[src/rtl/conv1_window_ctrl.sv]
// Purpose: turns a raster-order pixel stream into 3x3 no-padding windows for the conv1 datapath.
// Latency: a window is valid one cycle after its bottom-right pixel (row>=2, col>=2) is accepted.
// Backpressure: registered window with no skid; in_ready = !valid_in_buf || out_ready while filling/running.
// Optional: define CONV1_WIN_CNT_EN to add win_count/cnt_err (consumed-window counter and check).
module conv1_window_ctrl #(
  parameter int IMG_W = 28,
  parameter int IMG_H = 28,
  parameter int PIX_W = 8
) (
  input  logic             clk,
  input  logic             rst_n,
  input  logic             start,
  input  logic [PIX_W-1:0] in_pixel,
  input  logic             in_valid,
  output logic             in_ready,
  output logic [PIX_W-1:0] pixel_0,
  output logic [PIX_W-1:0] pixel_1,
  output logic [PIX_W-1:0] pixel_2,
  output logic [PIX_W-1:0] pixel_3,
  output logic [PIX_W-1:0] pixel_4,
  output logic [PIX_W-1:0] pixel_5,
  output logic [PIX_W-1:0] pixel_6,
  output logic [PIX_W-1:0] pixel_7,
  output logic [PIX_W-1:0] pixel_8,
  output logic             valid_in_buf,
  input  logic             out_ready,
  output logic             busy,
  output logic             frame_done
`ifdef CONV1_WIN_CNT_EN
  ,
  output logic [9:0]       win_count,
  output logic             cnt_err
`endif
);

  localparam int CW = $clog2(IMG_W);
  localparam int RW = $clog2(IMG_H);
  localparam logic [CW-1:0] COL_LAST = CW'(IMG_W - 1);
  localparam logic [RW-1:0] ROW_LAST = RW'(IMG_H - 1);
  localparam logic [CW-1:0] COL_TWO  = CW'(2);
  localparam logic [RW-1:0] ROW_ONE  = RW'(1);
  localparam logic [RW-1:0] ROW_TWO  = RW'(2);

  typedef enum logic [2:0] {
    IDLE  = 3'd0,
    FILL  = 3'd1,
    RUN   = 3'd2,
    DRAIN = 3'd3,
    DONE  = 3'd4
  } state_t;

  state_t          state_q, state_d;
  logic [CW-1:0]   col_q, col_d;
  logic [RW-1:0]   row_q, row_d;
  logic            valid_q, valid_d;
  logic [PIX_W-1:0] win_q [9];
  logic [PIX_W-1:0] win_d [9];

  // Line buffers: top holds row r-2, mid holds row r-1, indexed by column.
  logic [PIX_W-1:0] lb_top_q [IMG_W];
  logic [PIX_W-1:0] lb_mid_q [IMG_W];

  logic accept;
  logic consume;
  logic accepting_state;

  assign accepting_state = (state_q == FILL) || (state_q == RUN);
  assign in_ready        = accepting_state && (!valid_q || out_ready);
  assign accept          = in_valid && in_ready;
  assign consume         = valid_q && out_ready;
  assign busy            = (state_q != IDLE);
  assign frame_done      = (state_q == DONE);
  assign valid_in_buf    = valid_q;

  assign pixel_0 = win_q[0];
  assign pixel_1 = win_q[1];
  assign pixel_2 = win_q[2];
  assign pixel_3 = win_q[3];
  assign pixel_4 = win_q[4];
  assign pixel_5 = win_q[5];
  assign pixel_6 = win_q[6];
  assign pixel_7 = win_q[7];
  assign pixel_8 = win_q[8];

  // Next-state: FSM, raster counters, window shift and window-valid tracking.
  always_comb begin
    state_d = state_q;
    col_d   = col_q;
    row_d   = row_q;
    valid_d = valid_q;
    win_d   = win_q;

    case (state_q)
      IDLE: begin
        if (start) begin
          state_d = FILL;
          col_d   = '0;
          row_d   = '0;
        end
      end
      FILL: begin
        if (accept && row_q == ROW_ONE && col_q == COL_LAST) state_d = RUN;
      end
      RUN: begin
        if (accept && row_q == ROW_LAST && col_q == COL_LAST) state_d = DRAIN;
      end
      DRAIN: begin
        if (consume) state_d = DONE;
      end
      DONE: begin
        state_d = IDLE;
      end
      default: begin
        state_d = IDLE;
      end
    endcase

    if (accept) begin
      // Raster position advances; row wraps to 0 after the last pixel of the frame.
      if (col_q == COL_LAST) begin
        col_d = '0;
        row_d = (row_q == ROW_LAST) ? '0 : row_q + ROW_ONE;
      end else begin
        col_d = col_q + CW'(1);
      end

      // Shift window left by one column; new right column comes from the line buffers.
      win_d[0] = win_q[1];
      win_d[1] = win_q[2];
      win_d[2] = lb_top_q[col_q];
      win_d[3] = win_q[4];
      win_d[4] = win_q[5];
      win_d[5] = lb_mid_q[col_q];
      win_d[6] = win_q[7];
      win_d[7] = win_q[8];
      win_d[8] = in_pixel;
    end

    // A load wins over a consume in the same cycle, so valid stays high.
    if (accept && row_q >= ROW_TWO && col_q >= COL_TWO) begin
      valid_d = 1'b1;
    end else if (consume) begin
      valid_d = 1'b0;
    end
  end

  // Control and window registers.
  always_ff @(posedge clk or negedge rst_n) begin
    if (!rst_n) begin
      state_q <= IDLE;
      col_q   <= '0;
      row_q   <= '0;
      valid_q <= 1'b0;
      for (int i = 0; i < 9; i++) win_q[i] <= '0;
    end else begin
      state_q <= state_d;
      col_q   <= col_d;
      row_q   <= row_d;
      valid_q <= valid_d;
      for (int i = 0; i < 9; i++) win_q[i] <= win_d[i];
    end
  end

  // Line-buffer storage: contents need no reset since every frame refills rows 0..1 first.
  always_ff @(posedge clk) begin
    if (accept) begin
      lb_top_q[col_q] <= lb_mid_q[col_q];
      lb_mid_q[col_q] <= in_pixel;
    end
  end

`ifdef CONV1_WIN_CNT_EN
  localparam logic [9:0] NWIN = 10'((IMG_W - 2) * (IMG_H - 2));

  logic [9:0] win_count_q, win_count_d;
  logic       cnt_err_q, cnt_err_d;

  // Consumed-window count and sticky mismatch flag, both cleared by an accepted start.
  always_comb begin
    win_count_d = win_count_q;
    cnt_err_d   = cnt_err_q;
    if (state_q == IDLE && start) begin
      win_count_d = '0;
      cnt_err_d   = 1'b0;
    end else begin
      if (consume) win_count_d = win_count_q + 10'd1;
      if (state_q == DONE && win_count_q != NWIN) cnt_err_d = 1'b1;
    end
  end

  // Counter registers.
  always_ff @(posedge clk or negedge rst_n) begin
    if (!rst_n) begin
      win_count_q <= '0;
      cnt_err_q   <= 1'b0;
    end else begin
      win_count_q <= win_count_d;
      cnt_err_q   <= cnt_err_d;
    end
  end

  assign win_count = win_count_q;
  assign cnt_err   = cnt_err_q;
`endif

endmodule

[config.mk]
export PLATFORM = sky130hd
export DESIGN_NAME = conv1_window_ctrl
export DESIGN_NICKNAME = d
export VERILOG_FILES = /design/src/rtl/conv1_window_ctrl.sv
export SDC_FILE = /design/constraint.sdc
export NUM_CORES = 1
export LEC_CHECK = 0
export CORE_ASPECT_RATIO = 0.8
export CORE_MARGIN = 1.5
export CORE_UTILIZATION = 40
export DETAILED_ROUTE_END_ITERATION = 8
export PLACE_DENSITY_LB_ADDON = 0.3
export SLEW_MARGIN = 10
export SYNTH_ARGS = -nofsm -noshare
export SYNTH_HDL_FRONTEND = slang
export SYNTH_SLANG_ARGS = --single-unit
[constraint.sdc]
create_clock -name clk -period 4.2 [get_ports clk]
set_input_delay 0.42 -clock clk [delete_from_list [all_inputs] [get_ports clk]]
set_output_delay 0.42 -clock clk [all_outputs]
set_load 0.01 [all_outputs]
==> run metrics <==
Ys Warns=0; post-synthesis cell type count=57; Critical Path RT=4.52 ns; root buf cell=clkbuf_16; Seq. cell area=15600 µm²; MaxCap Viol Count=0; synthesis-stage register bit count=534; ys flop type=edfxtp_1; min-delay worst type=in -> reg; Slew Limit Fails=0; setup tns final=0 ns; Mapped Cells=1180; Tot GR Track Use=20.2%; H-Tree Depth=2; top flop regs=lb_mid_q (224), lb_top_q (224); Max clock buf depth=3; hold buffer count at CTS=1; Worst setup SP type=flop; kind of critical path=reg -> reg; Synth area leader=edfxtp_1; final hold viol count=0; first-pass GRT wire length=77500 µm; Core Region=51200 µm²; Initial Utilization=40.6%; post-CTS setup buffers=0; crit path to=lb_top_q[9][4]; worst path arrival time=3.60 ns; Synth Area per Inst=17.6 µm²; CTS tree=yes; Site Rows=74; drt total wl=53300 µm; io pins=89; CP cell instances=buf_12 > mux4_2 > a22o_1 > a21oi_1 > o211ai_1 > buf_4; Post-Syn Area=20800 µm²; PostCTS Resize Cnt=0; nets@finish=1345; count leader, synth=edfxtp_1; WHS=0.378 ns; Final Skew=0.0147 ns; vias per cell=5.54; Post-synth ARST share=16.1%; r2r setup slk=0.91 ns; unrepaired setup endpoints after global routing=false; Die W=258 µm; CP Launch Point=col_q[0]; antenna fix cells=0; pwr dens=639 nW/µm²; Inst Count DP=1955; footprint of the multi-input gates=4870 µm²; Worst-path clk slew=0.06 ns; Iteration-0 DRC Markers=1418; share of cells above drive strength 1=19.8%; minimum clock period=3.29 ns; largest net degree at the start of global routing=60; net count after synthesis=1200; DR WL/cell=26.0 µm; Slew @ Worst Pin=1.21 ns; post-DP HPWL=33100 µm; Sink Count=534; routability cong.=0.813; Max Freq=304 MHz; DR DRC count=0; dominant cells by area after synthesis=edfxtp_1 65%, dfrtp_1 10%, mux4_2 10%; total gr overflow=0; crit path max fanout=44; iteration count of the initial detailed-routing pass=7; Tcrit/Tclk final=78.3%; status=finished, final reports clean; commonest cells in the netlist=448 x edfxtp_1, 219 x nand2_1, 92 x mux4_2, 86 x dfrtp_1, 42 x mux2i_1; full die area=53400 µm²; share of the synthesized area in the top cell type=64.7%; Hold Crit Start=in_pixel[0]; CTS Buf Count=51; Pleak=8.48 nW; Filler Cells Inserted=4260; post-layout util=47.7%; area delta synth->final=17.5%; Post-Place Worst Slack=0.843 ns; CP peak stage delay=0.93 ns; Post-synth EDFFs=448; Die H=207 µm; Layout Cells excl Fill=2051; Worst-Skew Late Latency=0.58 ns; VDD IR-drop max=302 µV; Vias=11400; R2R depth=6; r2r startpoint=col_q[0]; sequential share of the synthesized area=75.1%; vias in the first global route=11000; initial antenna violation count=1; PnR worst setup slack=0.913 ns; CP Capture Type=flop; Critical-path top delay cell=dfrtp_4; Port Buf Inserts=88; final setup violation count=0; max_slew headroom=19.4%; reg-to-reg endpoint=lb_top_q[9][4]; Detail Route Antenna Nets=0
## cells in the final DEF (no fill, tap or decap), drive strengths merged, types with 4 or more instances in the layout
cell type        n
nand3           11
nor2            38
clkdlybuf4s50   83
mux2i           42
mux4            94
a22oi           11
a31oi            6
o21ai           13
clkinv          15
dfrtp           86
o31ai            5
clkbuf          78
o221ai           5
a21oi           20
nor2b           10
o211ai           6
inv             10
nor3             9
ha               7
a22o             6
and2             8
a211oi           7
nand2          219
buf             71
nor4             4
mux2             9
edfxtp         448
o22a             4
## critical path: cells and delay by family, from the launching register on
| family | cells | cell delay, ns |
|---|---|---|
| DFF | 1 | 0.93 |
| AOI/OAI and AO/OA | 3 | 0.77 |
| buffers and inverters | 2 | 0.72 |
| muxes | 1 | 0.54 |
## cell type report
| cell class | instances | share of cell area (%) |
|---|---|---|
| well taps | 684 | 3.50 |
| flip-flops and latches | 534 | 63.9 |
| inverters | 9 | 0.138 |
| clock buffers | 78 | 6.18 |
| repair buffers | 155 | 5.84 |
| multi-input cells | 574 | 19.9 |
| clock inverters | 17 | 0.487 |
## per-layer routing
metal,global-route usage [%],part of all wire [%],routed length (µm),vias up
li1,-,-,-,4860
met1,30.6,45,23800,5912
met2,29.7,44,23500,528
met3,4.87,9.6,5130,58
met4,4.05,1.4,758,2
met5,0.986,0.15,78,-
## worst min-delay path by stage
| stage | slack, ns | cells after the start | to |
|---|---|---|---|
| floorplan | 0.12 | 0 | col_q[0] |
| global placement | 0.46 | 2 | pixel_6[0] |
| detailed placement | 0.46 | 2 | pixel_6[0] |
| CTS | 0.38 | 3 | pixel_8[5] |
| global route | 0.41 | 3 | pixel_8[0] |
| finish | 0.38 | 3 | pixel_8[0] |
## metrics by stage
step           total power [W]  instance area [µm²]
3_3_place_gp            0.0112                22800
3_5_place_dp            0.0113                22800
2_1_floorplan          0.00945                20800
6_report                0.0156                24400
5_1_grt                 0.0162                24400
4_1_cts                 0.0157                24400
## kinds of logic after synthesis
group | Yosys count | synth area share (%)
AOI/OAI and AO/OA | 96 | 3.19
xor gates and xnor gates | 2 | 0.0843
adders and majority gates | 7 | 0.421
buffers and inverters | 72 | 1.76
DFF | 534 | 75.1
muxes | 145 | 12.8
and+or+nand+nor | 324 | 6.70
## report_power, final
group / switching [W] / total (W) / internal [W]
sequential: 0.000409 / 0.00728 / 0.00687
combinational: 0.00231 / 0.00385 / 0.00154
clock: 0.00192 / 0.00447 / 0.00254
total: 0.00465 / 0.0156 / 0.0110
(Power assumes the default switching activity.)
